**src/rtl/mix_sequencer_pkg.sv**
```systemverilog
// Shared constants and types for the voice-mix frame sequencer and its mixer.
package mix_sequencer_pkg;
    localparam int N_VOICES = 10;
    localparam int W        = 24;
    localparam int TIMEOUT  = 15;
    localparam int IDX_W    = 4;
    localparam int TMR_W    = $clog2(TIMEOUT + 1);

    typedef logic signed [W-1:0] sample_t;

    typedef enum logic [1:0] {
        IDLE    = 2'd0,
        REQ     = 2'd1,
        FEED    = 2'd2,
        COLLECT = 2'd3
    } state_t;
endpackage

```
**src/rtl/mix_sequencer_timer.sv**
```systemverilog
// Loadable down-counter; expired is high while the count sits at zero.
module seq_timer #(
    parameter int CW = 4
) (
    input  logic          clk,
    input  logic          rst,
    input  logic          load,
    input  logic [CW-1:0] load_val,
    input  logic          en,
    output logic          expired
);
    logic [CW-1:0] count;

    always_ff @(posedge clk or posedge rst) begin
        if (rst) begin
            count <= '0;
        end else if (load) begin
            count <= load_val;
        end else if (en && (count != '0)) begin
            count <= count - 1'b1;
        end
    end

    assign expired = (count == '0);
endmodule

```
**src/rtl/mix_sequencer.sv**
```systemverilog
// Walks the voice slots once per sample tick, feeds the mixer exactly N_VOICES
// beats, and hands the mixed result downstream.
module mix_sequencer
    import mix_sequencer_pkg::*;
(
    input  logic                clk,
    input  logic                rst,
    input  logic                i_sample_tick,
    input  logic [N_VOICES-1:0] i_voice_active,
    output logic                o_voice_req,
    output logic [IDX_W-1:0]    o_voice_idx,
    input  sample_t             i_voice_data,
    input  logic                i_voice_valid,
    output logic                o_mix_en,
    output sample_t             o_mix_data,
    input  sample_t             i_mix_out,
    input  logic                i_mix_rdy,
    output sample_t             o_sample,
    output logic                o_sample_valid,
    input  logic                i_sample_ready,
    input  logic                i_clr_flags,
    output logic                o_overrun,
    output logic                o_drop,
    output logic                o_timeout,
    output state_t              fsm_state
);
    localparam logic [IDX_W-1:0] LAST_IDX = IDX_W'(N_VOICES - 1);
    localparam logic [TMR_W-1:0] TMR_LOAD = TMR_W'(TIMEOUT - 1);

    state_t              state, state_nxt;
    logic [IDX_W-1:0]    idx;
    logic [N_VOICES-1:0] mask;
    sample_t             data_q;
    sample_t             sample_q;
    logic                sample_valid_q;
    logic                overrun_q, drop_q, timeout_q;

    logic    mask_load, idx_inc, capture, req, feed, frame_done, timeout_set;
    sample_t cap_val;
    logic    tmr_expired;

    seq_timer #(.CW(TMR_W)) u_timer (
        .clk     (clk),
        .rst     (rst),
        .load    ((state == IDLE) || (state == FEED)),
        .load_val(TMR_LOAD),
        .en      ((state == REQ) || (state == COLLECT)),
        .expired (tmr_expired)
    );

    always_ff @(posedge clk or posedge rst) begin
        if (rst) state <= IDLE;
        else     state <= state_nxt;
    end

    always_comb begin
        state_nxt   = state;
        mask_load   = 1'b0;
        idx_inc     = 1'b0;
        capture     = 1'b0;
        cap_val     = '0;
        req         = 1'b0;
        feed        = 1'b0;
        frame_done  = 1'b0;
        timeout_set = 1'b0;
        case (state)
            IDLE: begin
                if (i_sample_tick) begin
                    mask_load = 1'b1;
                    state_nxt = REQ;
                end
            end
            REQ: begin
                // Masked voices still get a zero beat so the mixer's count stays aligned.
                if (!mask[idx]) begin
                    capture   = 1'b1;
                    state_nxt = FEED;
                end else begin
                    req = 1'b1;
                    if (i_voice_valid) begin
                        capture   = 1'b1;
                        cap_val   = i_voice_data;
                        state_nxt = FEED;
                    end else if (tmr_expired) begin
                        capture     = 1'b1;
                        timeout_set = 1'b1;
                        state_nxt   = FEED;
                    end
                end
            end
            FEED: begin
                feed = 1'b1;
                if (idx == LAST_IDX) begin
                    state_nxt = COLLECT;
                end else begin
                    idx_inc   = 1'b1;
                    state_nxt = REQ;
                end
            end
            COLLECT: begin
                if (i_mix_rdy) begin
                    frame_done = 1'b1;
                    state_nxt  = IDLE;
                end else if (tmr_expired) begin
                    timeout_set = 1'b1;
                    state_nxt   = IDLE;
                end
            end
            default: state_nxt = IDLE;
        endcase
    end

    always_ff @(posedge clk or posedge rst) begin
        if (rst) begin
            idx    <= '0;
            mask   <= '0;
            data_q <= '0;
        end else begin
            if (mask_load) begin
                mask <= i_voice_active;
                idx  <= '0;
            end else if (idx_inc) begin
                idx <= idx + 1'b1;
            end
            if (capture) data_q <= cap_val;
        end
    end

    // Output handshake: o_sample is offered while o_sample_valid is high and is
    // consumed on any clock edge where i_sample_ready is also high; a frame that
    // completes over an unconsumed one overwrites it and raises o_drop.
    always_ff @(posedge clk or posedge rst) begin
        if (rst) begin
            sample_q       <= '0;
            sample_valid_q <= 1'b0;
        end else begin
            if (frame_done) begin
                sample_q       <= i_mix_out;
                sample_valid_q <= 1'b1;
            end else if (i_sample_ready) begin
                sample_valid_q <= 1'b0;
            end
        end
    end

    always_ff @(posedge clk or posedge rst) begin
        if (rst) begin
            overrun_q <= 1'b0;
            drop_q    <= 1'b0;
            timeout_q <= 1'b0;
        end else begin
            overrun_q <= (i_sample_tick && (state != IDLE)) | (overrun_q & ~i_clr_flags);
            drop_q    <= (frame_done && sample_valid_q && !i_sample_ready) | (drop_q & ~i_clr_flags);
            timeout_q <= timeout_set | (timeout_q & ~i_clr_flags);
        end
    end

    assign o_voice_req    = req;
    assign o_voice_idx    = idx;
    assign o_mix_en       = feed;
    assign o_mix_data     = feed ? data_q : '0;
    assign o_sample       = sample_q;
    assign o_sample_valid = sample_valid_q;
    assign o_overrun      = overrun_q;
    assign o_drop         = drop_q;
    assign o_timeout      = timeout_q;
    assign fsm_state      = state;
endmodule

```
**config.mk**
```make
export PLATFORM = sky130hd
export DESIGN_NAME = mix_sequencer
export DESIGN_NICKNAME = d
export VERILOG_FILES = /design/src/rtl/mix_sequencer_pkg.sv /design/src/rtl/mix_sequencer_timer.sv /design/src/rtl/mix_sequencer.sv
export SDC_FILE = /design/constraint.sdc
export NUM_CORES = 1
export LEC_CHECK = 0
export ABC_CLOCK_PERIOD_IN_PS = 1900
export CAP_MARGIN = 25
export CORE_MARGIN = 2
export CORE_UTILIZATION = 28
export CTS_CLUSTER_DIAMETER = 30
export DETAILED_ROUTE_END_ITERATION = 8
export PLACE_DENSITY_LB_ADDON = 0.2
export SETUP_SLACK_MARGIN = 0.02
export SYNTH_ARGS = -nofsm -noshare
export SYNTH_HDL_FRONTEND = slang
export SYNTH_SLANG_ARGS = --single-unit
```
**constraint.sdc**
```tcl
create_clock -name clk -period 1.9 [get_ports clk]
set_input_delay 0.19 -clock clk [delete_from_list [all_inputs] [get_ports clk]]
set_output_delay 0.19 -clock clk [all_outputs]
set_load 0.01 [all_outputs]
```
==> impl_metrics.toml <==
[run_status]
status = "finished with violations"
violations = "negative setup slack"

[critical_path]
path_cells = "mux2_4 -> or3_4 -> a31oi_4 -> nor2_1 -> buf_2"
worst_path_max_delay_cell = "dfrtp_2"
ff2ff_path_depth = 7
cp_top_family = "flip-flops"
arrival_ns = 1.76
worst-path-stages = 5
slowest_delay_ns = 0.42
endpoint_kind = "output port"
critPathMaxFanout = 2
cp.required_ns = 1.71
worst-path-buf-inv = 1
cp-start-kind = "flip-flop"
crit_type = "reg2out"

[final_layout]
syn2layout_area_growth_pct = 56.25
multiInputGateArea_um2 = 1269
drive_above_1_share_pct = 23.20
fillers = 1060
insertedDiodeCount = 0
nets = 451
final_util_pct = 45.23
final-seq-area_um2 = 1803

[clocking]
root_buffer = "clkbuf_8"
htree_num_levels = 3
cts_buffers = 9
clock-sinks = 72
cts_buffer_depth = 2
cts.clk_slew.worst_paths_ns = 0.08
hold_buffers = 0
cts_tree = "yes"
clk_latency_ns = 0.34

[placed_design]
gp_congestion = 0.7011
dp.final_hpwl_mm = 5.356
port_buffers = 124

[route]
wl_mm = 7.594
vias = 2352
dr.pass1.iters = 5
routedWlPerCell_um = 14.38
remaining_drc_errors = 0
dr.first_iter.drc_count = 55
viasPerCell = 4.455
postRouteAntennaNets = 0

[timing]
fin_ws_ns = -0.05076
setup_tns_ns = -0.05076
setup_viol = 1
max_freq_ghz = 0.5126
hold_viol = 0
grt_setup_unrepaired = "yes"
worst_pin_slew_ns = 0.4951
finalMaxSlewViolations = 0
timing.slew.headroom_pct = 66.99
finalCritPeriodShare_pct = 102.7
skew_ns = 0.01019
fin_crit_ns = 1.951

[run]
maxCapViolCount = 0

[synth]
ys_types = 43
synth_fp_nets = 307
synth_flop_cell = "dfrtp_1"
yosysTopAreaCellShare_pct = 57.17
synth_seq_cells = 72
synth_cells = 239
synthTopCellsByArea = "dfrtp_1 57%, mux2_2 12%, a22o_1 5.6%"
synth_warnings = 0
ys_seq_area_share_pct = 57.17
async_flop_share_pct = 100.0
synth_edf_count = 0
syn-cell-area_um2 = 3152
synth.avg_cell_area_um2 = 13.19
yosys.area.top_type = "dfrtp_1"

[power]
p_switching_w = 0.002360
p_leak_nw = 2.235
power_density_nw_per_um2 = 1490
clock_power_share_pct = 18.0
ir_drop_uv = 592.1
intPower_w = 0.004980
combPwrFrac_pct = 46.0
seqPwrFrac_pct = 36.0
sw_frac_of_total_pct = 32.16

[floorplan]
rows = 38
start_util_pct = 28.95
io_pins = 125
core_area_um2 = 10890
die_y_um = 110.1
die_area_um2 = 12120
fp.dieW_um = 110.1

[global_routing]
grt.total_usage_pct = 12.94
grt_pass1_vias = 2439
grt_overflow_total = 0
antenna_found_initial = 0
grt_max_degree = 41
grt_first_pass_wirelength_mm = 11.94

[worst_hold_path]
hold_path.class = "in2async"
[power by group through the flow]
stage                     Combinational, W  Sequential [W]  Clock [W]
after floorplan                    0.00173         0.00274          0
after global placement             0.00321         0.00267          0
after detailed placement           0.00326         0.00268          0
after CTS                          0.00344         0.00265    0.00136
after global routing               0.00369         0.00275    0.00144
final                              0.00338         0.00264    0.00132
[cells in the mapped netlist (3+ instances only)]
cell,n
a21oi_1,4
a22o_1,20
a22o_2,4
and2_1,25
buf_6,5
clkbuf_1,6
dfrtp_1,72
ha_1,3
inv_1,8
mux2_2,34
mux2i_1,4
nand2_1,4
nor2_1,10
o21ai_0,4
[layer usage]
metal / wire length, um / track usage [%] / vias to the layer above
met3: 482 / 3.057 / 9
met4: 108 / 4.821 / 0
met2: 3680 / 21.17 / 66
met1: 3323 / 16.67 / 1136
li1: - / - / 1141
met5: 0 / 0 / -
[registers in the layout (all words and copies together) (netlist names)]
name            count
data_q             24
fsm_state           2
mask               10
o_drop              1
o_overrun           1
o_sample           24
o_sample_valid      1
o_timeout           1
o_voice_idx         4
u_timer.count       4
[logic make-up after synthesis]
kind of cell	Yosys count	synth area share [%]
multiplexers	39	13.89
buffers and inverters	21	3.771
AO/OA/AOI/OAI	42	11.27
adder cells (fa/ha/maj)	3	1.191
flip-flops	72	57.17
XOR/XNOR	4	1.112
AND/OR/NAND/NOR	58	11.59
[per-stage QoR]
stage	hold slack (ns)	worst slack, ns	power, W	cells	area, um2
after floorplan	0.2973	-0.01237	0.004467	239	3156
after global placement	0.4706	-0.3059	0.005879	506	4646
after detailed placement	0.4765	-0.4099	0.005944	506	4646
after CTS	0.3113	-0.1164	0.007452	528	4912
after global routing	0.3476	-0.1540	0.007871	528	4925
final	0.3053	-0.05076	0.007340	528	4925
[final cells by class]
type	count	share of cell area [%]
clock inverter	5	1.651
timing repair buffer	145	29.07
inverter	8	0.6860
multi-input combinational	147	25.76
tap	140	3.557
sequential	72	36.61
clock buffer	11	2.668
[worst paths after layout]
kind / from / end / slack [ns]
worst max-delay path: o_voice_idx[0] / o_voice_req / -0.05
worst min-delay path: rst / o_sample_valid / 0.31
worst max register to register: o_voice_idx[0] / data_q[7] / 0
worst min register to register: o_drop / o_drop / 0.49
max in group asynchronous: rst / data_q[7] / 1.20
min in group clk: i_voice_data[12] / data_q[12] / 0.45
[repair_timing]
action                                  CTS  global route
endpoints found under the hold margin     0             0
gates cloned                              1             0
setup buffers                             5             0
resized for setup                        35             3
pin swaps                                 3             2
endpoints found under the setup margin   50            27
[layout by cell type (no fill, tap or decap), drive strengths merged, types with 2 or more instances in the layout]
cell,n
inv,7
nor2,10
nand2b,2
nand3,2
clkdlybuf4s50,98
xnor2,2
nor3,2
nor4b,2
nand4,2
a22o,24
and2,25
bufinv,2
ha,3
a21oi,4
mux2i,4
mux2,35
nand2,5
o21ai,4
clkbuf,11
xor2,2
nor2b,2
clkinvlp,2
a31oi,2
dfrtp,72
buf,22
dlygate4sd2,24
nor3b,4
clkinv,2
[worst min-delay path, delay by kind of cell]
family / cells / cell delay, ns
buf+inv: 3 / 0.89
Note: power is estimated with default switching activity, not from simulation.
